File: config.mk
export PLATFORM = sky130hd
export DESIGN_NAME = array5_packer
export DESIGN_NICKNAME = d
export VERILOG_FILES = /design/src/rtl/array5_packer.sv
export SDC_FILE = /design/constraint.sdc
export NUM_CORES = 1
export LEC_CHECK = 0
export ABC_CLOCK_PERIOD_IN_PS = 6000
export CAP_MARGIN = 15
export CELL_PAD_IN_SITES_DETAIL_PLACEMENT = 1
export CELL_PAD_IN_SITES_GLOBAL_PLACEMENT = 1
export CORE_UTILIZATION = 37
export CTS_CLUSTER_DIAMETER = 200
export DETAILED_ROUTE_END_ITERATION = 8
export PLACE_DENSITY = 0.86
export SYNTH_ARGS = -nofsm -noshare
export SYNTH_HDL_FRONTEND = slang
export SYNTH_SLANG_ARGS = --single-unit
export TNS_END_PERCENT = 1
File: constraint.sdc
create_clock -name clk -period 6 [get_ports clk]
set_input_delay 0.9 -clock clk [delete_from_list [all_inputs] [get_ports clk]]
set_output_delay 0.9 -clock clk [all_outputs]
set_load 0.05 [all_outputs]
File: src/rtl/array5_packer.sv
// array5_packer: packs five consecutive stream words into an int_5 array and hands it off over a sync/notify port.
module array5_packer #(
    localparam int N_ELEMS = 5,
    localparam int DATA_W  = 32
) (
    input  logic                           clk,
    input  logic                           rst,
    input  logic [DATA_W-1:0]              a_in,
    input  logic                           a_in_sync,
    output logic                           a_in_notify,
    output logic [N_ELEMS-1:0][DATA_W-1:0] b_out,
    input  logic                           b_out_sync,
    output logic                           b_out_notify
);
    typedef enum logic {COLLECT, SEND} state_t;
    localparam logic [2:0] LAST = 3'(N_ELEMS - 1);
    state_t     state, state_nx;
    logic [2:0] idx, idx_nx;
    logic       in_xfer, out_xfer, idx_ok;
    always_comb begin
        a_in_notify  = state == COLLECT;
        b_out_notify = state == SEND;
        in_xfer      = a_in_notify && a_in_sync;
        out_xfer     = b_out_notify && b_out_sync;
        idx_ok       = idx <= LAST;
        state_nx     = state;
        idx_nx       = idx;
        // An out-of-range index can only come from a corrupted register; recover to a clean COLLECT.
        if (!idx_ok) begin
            state_nx = COLLECT;
            idx_nx   = '0;
        end else if (in_xfer) begin
            state_nx = idx == LAST ? SEND : COLLECT;
            idx_nx   = idx == LAST ? 3'd0 : idx + 3'd1;
        end else if (out_xfer) begin
            state_nx = COLLECT;
        end
    end
    always_ff @(posedge clk or posedge rst) begin
        if (rst) begin
            state <= COLLECT;
            idx   <= '0;
        end else begin
            state <= state_nx;
            idx   <= idx_nx;
        end
    end
    // b_out is never cleared after a send; unwritten slots keep the previous array's values.
    always_ff @(posedge clk or posedge rst) begin
        if (rst)
            b_out <= '0;
        else if (in_xfer && idx_ok)
            b_out[idx] <= a_in;
    end
endmodule

Word-level counts from Yosys, hierarchy flattened
Index checks and enable logic that the tools add are counted.
Word-level totals
  flip-flop bits (word level): 164
  bits of input ports: 36
  output and inout port bits: 162
  word-level logic and storage cells: 29
Operators by class
  add/sub/neg operators: 1
  order comparisons: 3
  eq/ne operators: 3
  multiplexer cells: 10
  bitwise operators: 1
  reductions and logical operators: 4
Operators with widths (count)
  $bwmux 160: 1
  $demux 32 s3: 1
  $mux 32: 1
  $mux 3: 3
  $logic_and 1x1->1: 4
  $lt 3x4->1 const B: 1
  $mux 1: 4
  $add 3x1->3 const B: 1
  $eq 3x3->1 const B: 1
  $ge 3x1->1 const B: 1
  $le 3x3->1 const B: 1
  $ne 3x3->1 const B: 1
  $ne 2x2->1 const B: 1
  $not 1->1: 1

Logic depth before layout (Yosys ltp)
  word-level depth: 5
  gate-level depth with buffers: 6
  gate-level depth less buffers: 5

Worst setup path before layout
No wires, ideal clock.
  path kind: in2reg
  start point: input a_in_sync
  end point: register b_out[52] (netlist name)
  library setup time: 125 ps
  data arrival time: 1936 ps
  data required time: 5875 ps
  path slack: 3939 ps
  cell stages on the path: 5
  path buffers: 2
  cells stage by stage: nor3b_4 > and3_1 > clkbuf_2 > buf_6 > mux2_2
On the way
  word-level cells in the longest chain between the ends: 2
Ends and longest elaborated chain
  start, declared: RTL line 9  | input logic a_in_sync,
  $logic_and 1x1->1: RTL line 23  | in_xfer = a_in_notify && a_in_sync;
  $logic_and 1x1->1: RTL line 52  | else if (in_xfer && idx_ok)
  end signal, assigned by index: RTL line 53  | b_out[idx] <= a_in;
  end, declared: RTL line 11  | output logic [N_ELEMS-1:0][DATA_W-1:0] b_out,
Every way passes these cells.
A chain may end at the register's enable or synchronous reset.

Worst setup path in the final report
  start point: input a_in_sync
  end point: register b_out[110] (netlist name)
Same word-level chain as after synthesis.

==> impl_metrics.py <==
metrics = {
    "critical_path": {
        "critPathKind": "primary input to register",
        "r2r-end": "b_out[146]",
        "reg2regPathDepth": 6,
        "path_buf_inv": 1,
        "startpoint_type": "primary input",
        "crit_end": "b_out[110]",
        "worstPathArrival_ns": 3.19,
        "worst-path-stages": 4,
        "worstReg2RegStart": "idx[0]",
        "cp_max_fo": 32,
        "startpoint": "a_in_sync",
        "end_kind": "register",
        "ff2ff_setup_slack_ns": 3.57,
        "cpMaxStageDelayCell": "nand3_2",
        "crit_chain": "clkdlybuf4s50_1, nor3b_4, nand3_2, mux2_2",
        "cp.required_ns": 6.30,
        "critPathTopFamily": "simple AND/OR/NAND/NOR gates",
        "cpPeakStageDelay_ns": 0.83,
    },
    "routing": {
        "wl_per_cell_um": 21.6,
        "drt-total-wl_um": 17100,
        "drtIter0Drc": 121,
        "drtAntennaViolNets": 0,
        "avgViaCountPerCell": 4.87,
        "drt_pre_antenna_iters": 3,
        "drcViolationCount": 0,
        "num_vias": 3861,
    },
    "timing": {
        "postLayoutSetupSlackWorst_ns": 3.11,
        "slew_viol_final": 0,
        "hold_viol_final": 0,
        "final.setup_skew_ns": 0.00846,
        "finalCriticalPeriod_ns": 2.89,
        "rsz0062_at_grt": "false",
        "relSlewSlack_pct": 29.7,
        "setup_tns_ns": 0,
        "tightest_slew_ns": 1.05,
        "fin_crit_sh_pct": 48.2,
        "finalSetupViolations": 0,
        "max_freq_mhz": 346,
    },
    "floorplanning": {
        "rows": 46,
        "io_pins": 198,
        "die_y_um": 131,
        "die_x_um": 131,
        "dieArea_um2": 17200,
        "start_util_pct": 38.4,
        "core_um2": 16100,
    },
    "finish": {
        "syn_to_final_growth_pct": 45.2,
        "nets": 603,
        "diodes": 0,
        "drive_above_1_share_pct": 34.3,
    },
    "global_route": {
        "grt_pass1_wl_um": 26400,
        "grt_pass1_vias": 4453,
        "grt_max_degree": 110,
        "gr-total-overflow": 0,
        "antenna_found_initial": 0,
        "grt.total_usage_pct": 21.4,
    },
    "yosys": {
        "synthTopCellsByCount": "dfrtp_1 (164), mux2_2 (159), buf_2 (12), inv_1 (4)",
        "synth_area_leaders": "dfrtp_1 (67%), mux2_2 (29%), buf_2 (0.98%)",
        "yosys_warnings": 0,
        "synth_cell_types": 21,
        "yosysTopAreaCell": "dfrtp_1",
        "syn_avg_cell_area_um2": 17.0,
        "netlist_area_um2": 6160,
        "synth.most_common_cell": "dfrtp_1",
        "syn-num-nets": 401,
        "synth_edf_count": 0,
        "synth_cells": 363,
        "synth-seq-cells": 164,
        "synthFlopType": "dfrtp_1",
        "synth_top_area_share_pct": 66.6,
        "synth.yosys.seq_area_share_pct": 66.6,
        "synthArstFlopShare_pct": 100,
    },
    "placement": {
        "dp_slack_ns": 2.61,
        "routabilityCongestion": 0.736,
        "port_buffers": 197,
        "dp.final_hpwl_um": 11600,
    },
    "clock_network": {
        "hold_buffers": 0,
        "post_cts_buffers": 0,
        "clkTransAtPathRegs_ns": 0.06,
        "cts_buffer_depth": 2,
        "cts_max_level": 4,
        "root_buffer": "clkbuf_16",
        "cts.sinks": 164,
        "cts_inserted_buffers": 17,
        "clkLatencyLatePin_ns": 0.42,
        "cts_tree": "built",
        "cts_resized": 0,
    },
    "run": {
        "drv_cap": 0,
    },
    "min_path": {
        "hold_class": "register to register",
        "min_path_cells": 1,
    },
    "status": {
        "outcome": "finished clean",
    },
}
==> flip-flops by register name (all words and copies together), names as in the netlist <==
signal and count:
idx 3, b_out 160, b_out_notify 1
==> worst reg2reg max path, cell delays in order (launching register included) <==
cell,delay [ns]
dfrtp_1,0.47
inv_1,0.12
ha_1,0.20
and2_1,0.17
nand4_1,0.52
buf_4,0.49
mux2_2,0.34
==> area by class of cell <==
class,count,area [um^2]
Tap cell,216,270
Multi-Input combinational cell,179,1960
Sequential cell,164,4100
Clock buffer,17,425
Clock inverter,14,179
Timing Repair Buffer,199,1990
Fill cell,1511,7120
Inverter,4,20.0
==> per-stage QoR <==
stage          util [%]  hold slack [ns]  instance area (um^2)  instances
6_report           55.7            0.504                  8940        793
5_1_grt            55.7            0.516                  8940        793
4_1_cts            55.7            0.507                  8940        793
3_5_place_dp       51.9            0.493                  8340        762
3_3_place_gp       51.9            0.474                  8340        762
2_1_floorplan         -            0.532                  6160        363
==> layout by cell type, fill, tap and decap left out, types with 2 or more instances in the layout <==
master and n:
mux2_2 159, clkbuf_16 17, clkinvlp_4 5, clkinv_4 2, clkdlybuf4s50_1 197, buf_4 2
bufinv_16 3, dfrtp_1 164, inv_6 3, nand3_2 2, ha_1 2, nand2b_1 2
inv_1 3
==> worst min-delay path by stage <==
stage	startpoint	to
after floorplan	idx[0]	idx[0]
after global placement	b_out[56]	b_out[56]
after detailed placement	b_out[103]	b_out[103]
after CTS	b_out[103]	b_out[103]
after global routing	b_out[45]	b_out[45]
final	b_out[133]	b_out[133]
==> cell families (layout without fill, tap and decap cells) <==
family,after synthesis,after routing,share of synthesized area (%)
flops,164,164,66.6
buf+inv,20,234,1.85
fa+ha+maj,2,2,0.406
simple gates,13,13,1.36
mux,160,160,29.3
compound gates,4,4,0.508
==> routing by layer <==
metal  vias up  wire length [um]  track usage [%]
met5         -                 0                0
met4         0               537             10.8
met3        33               683             4.11
met2       115              9510             39.3
met1      2010              6370             23.5
li1       1703                 -                -
Power is not shown: default switching activity piles up to over one toggle a cycle in this logic, so the estimate is an artifact.
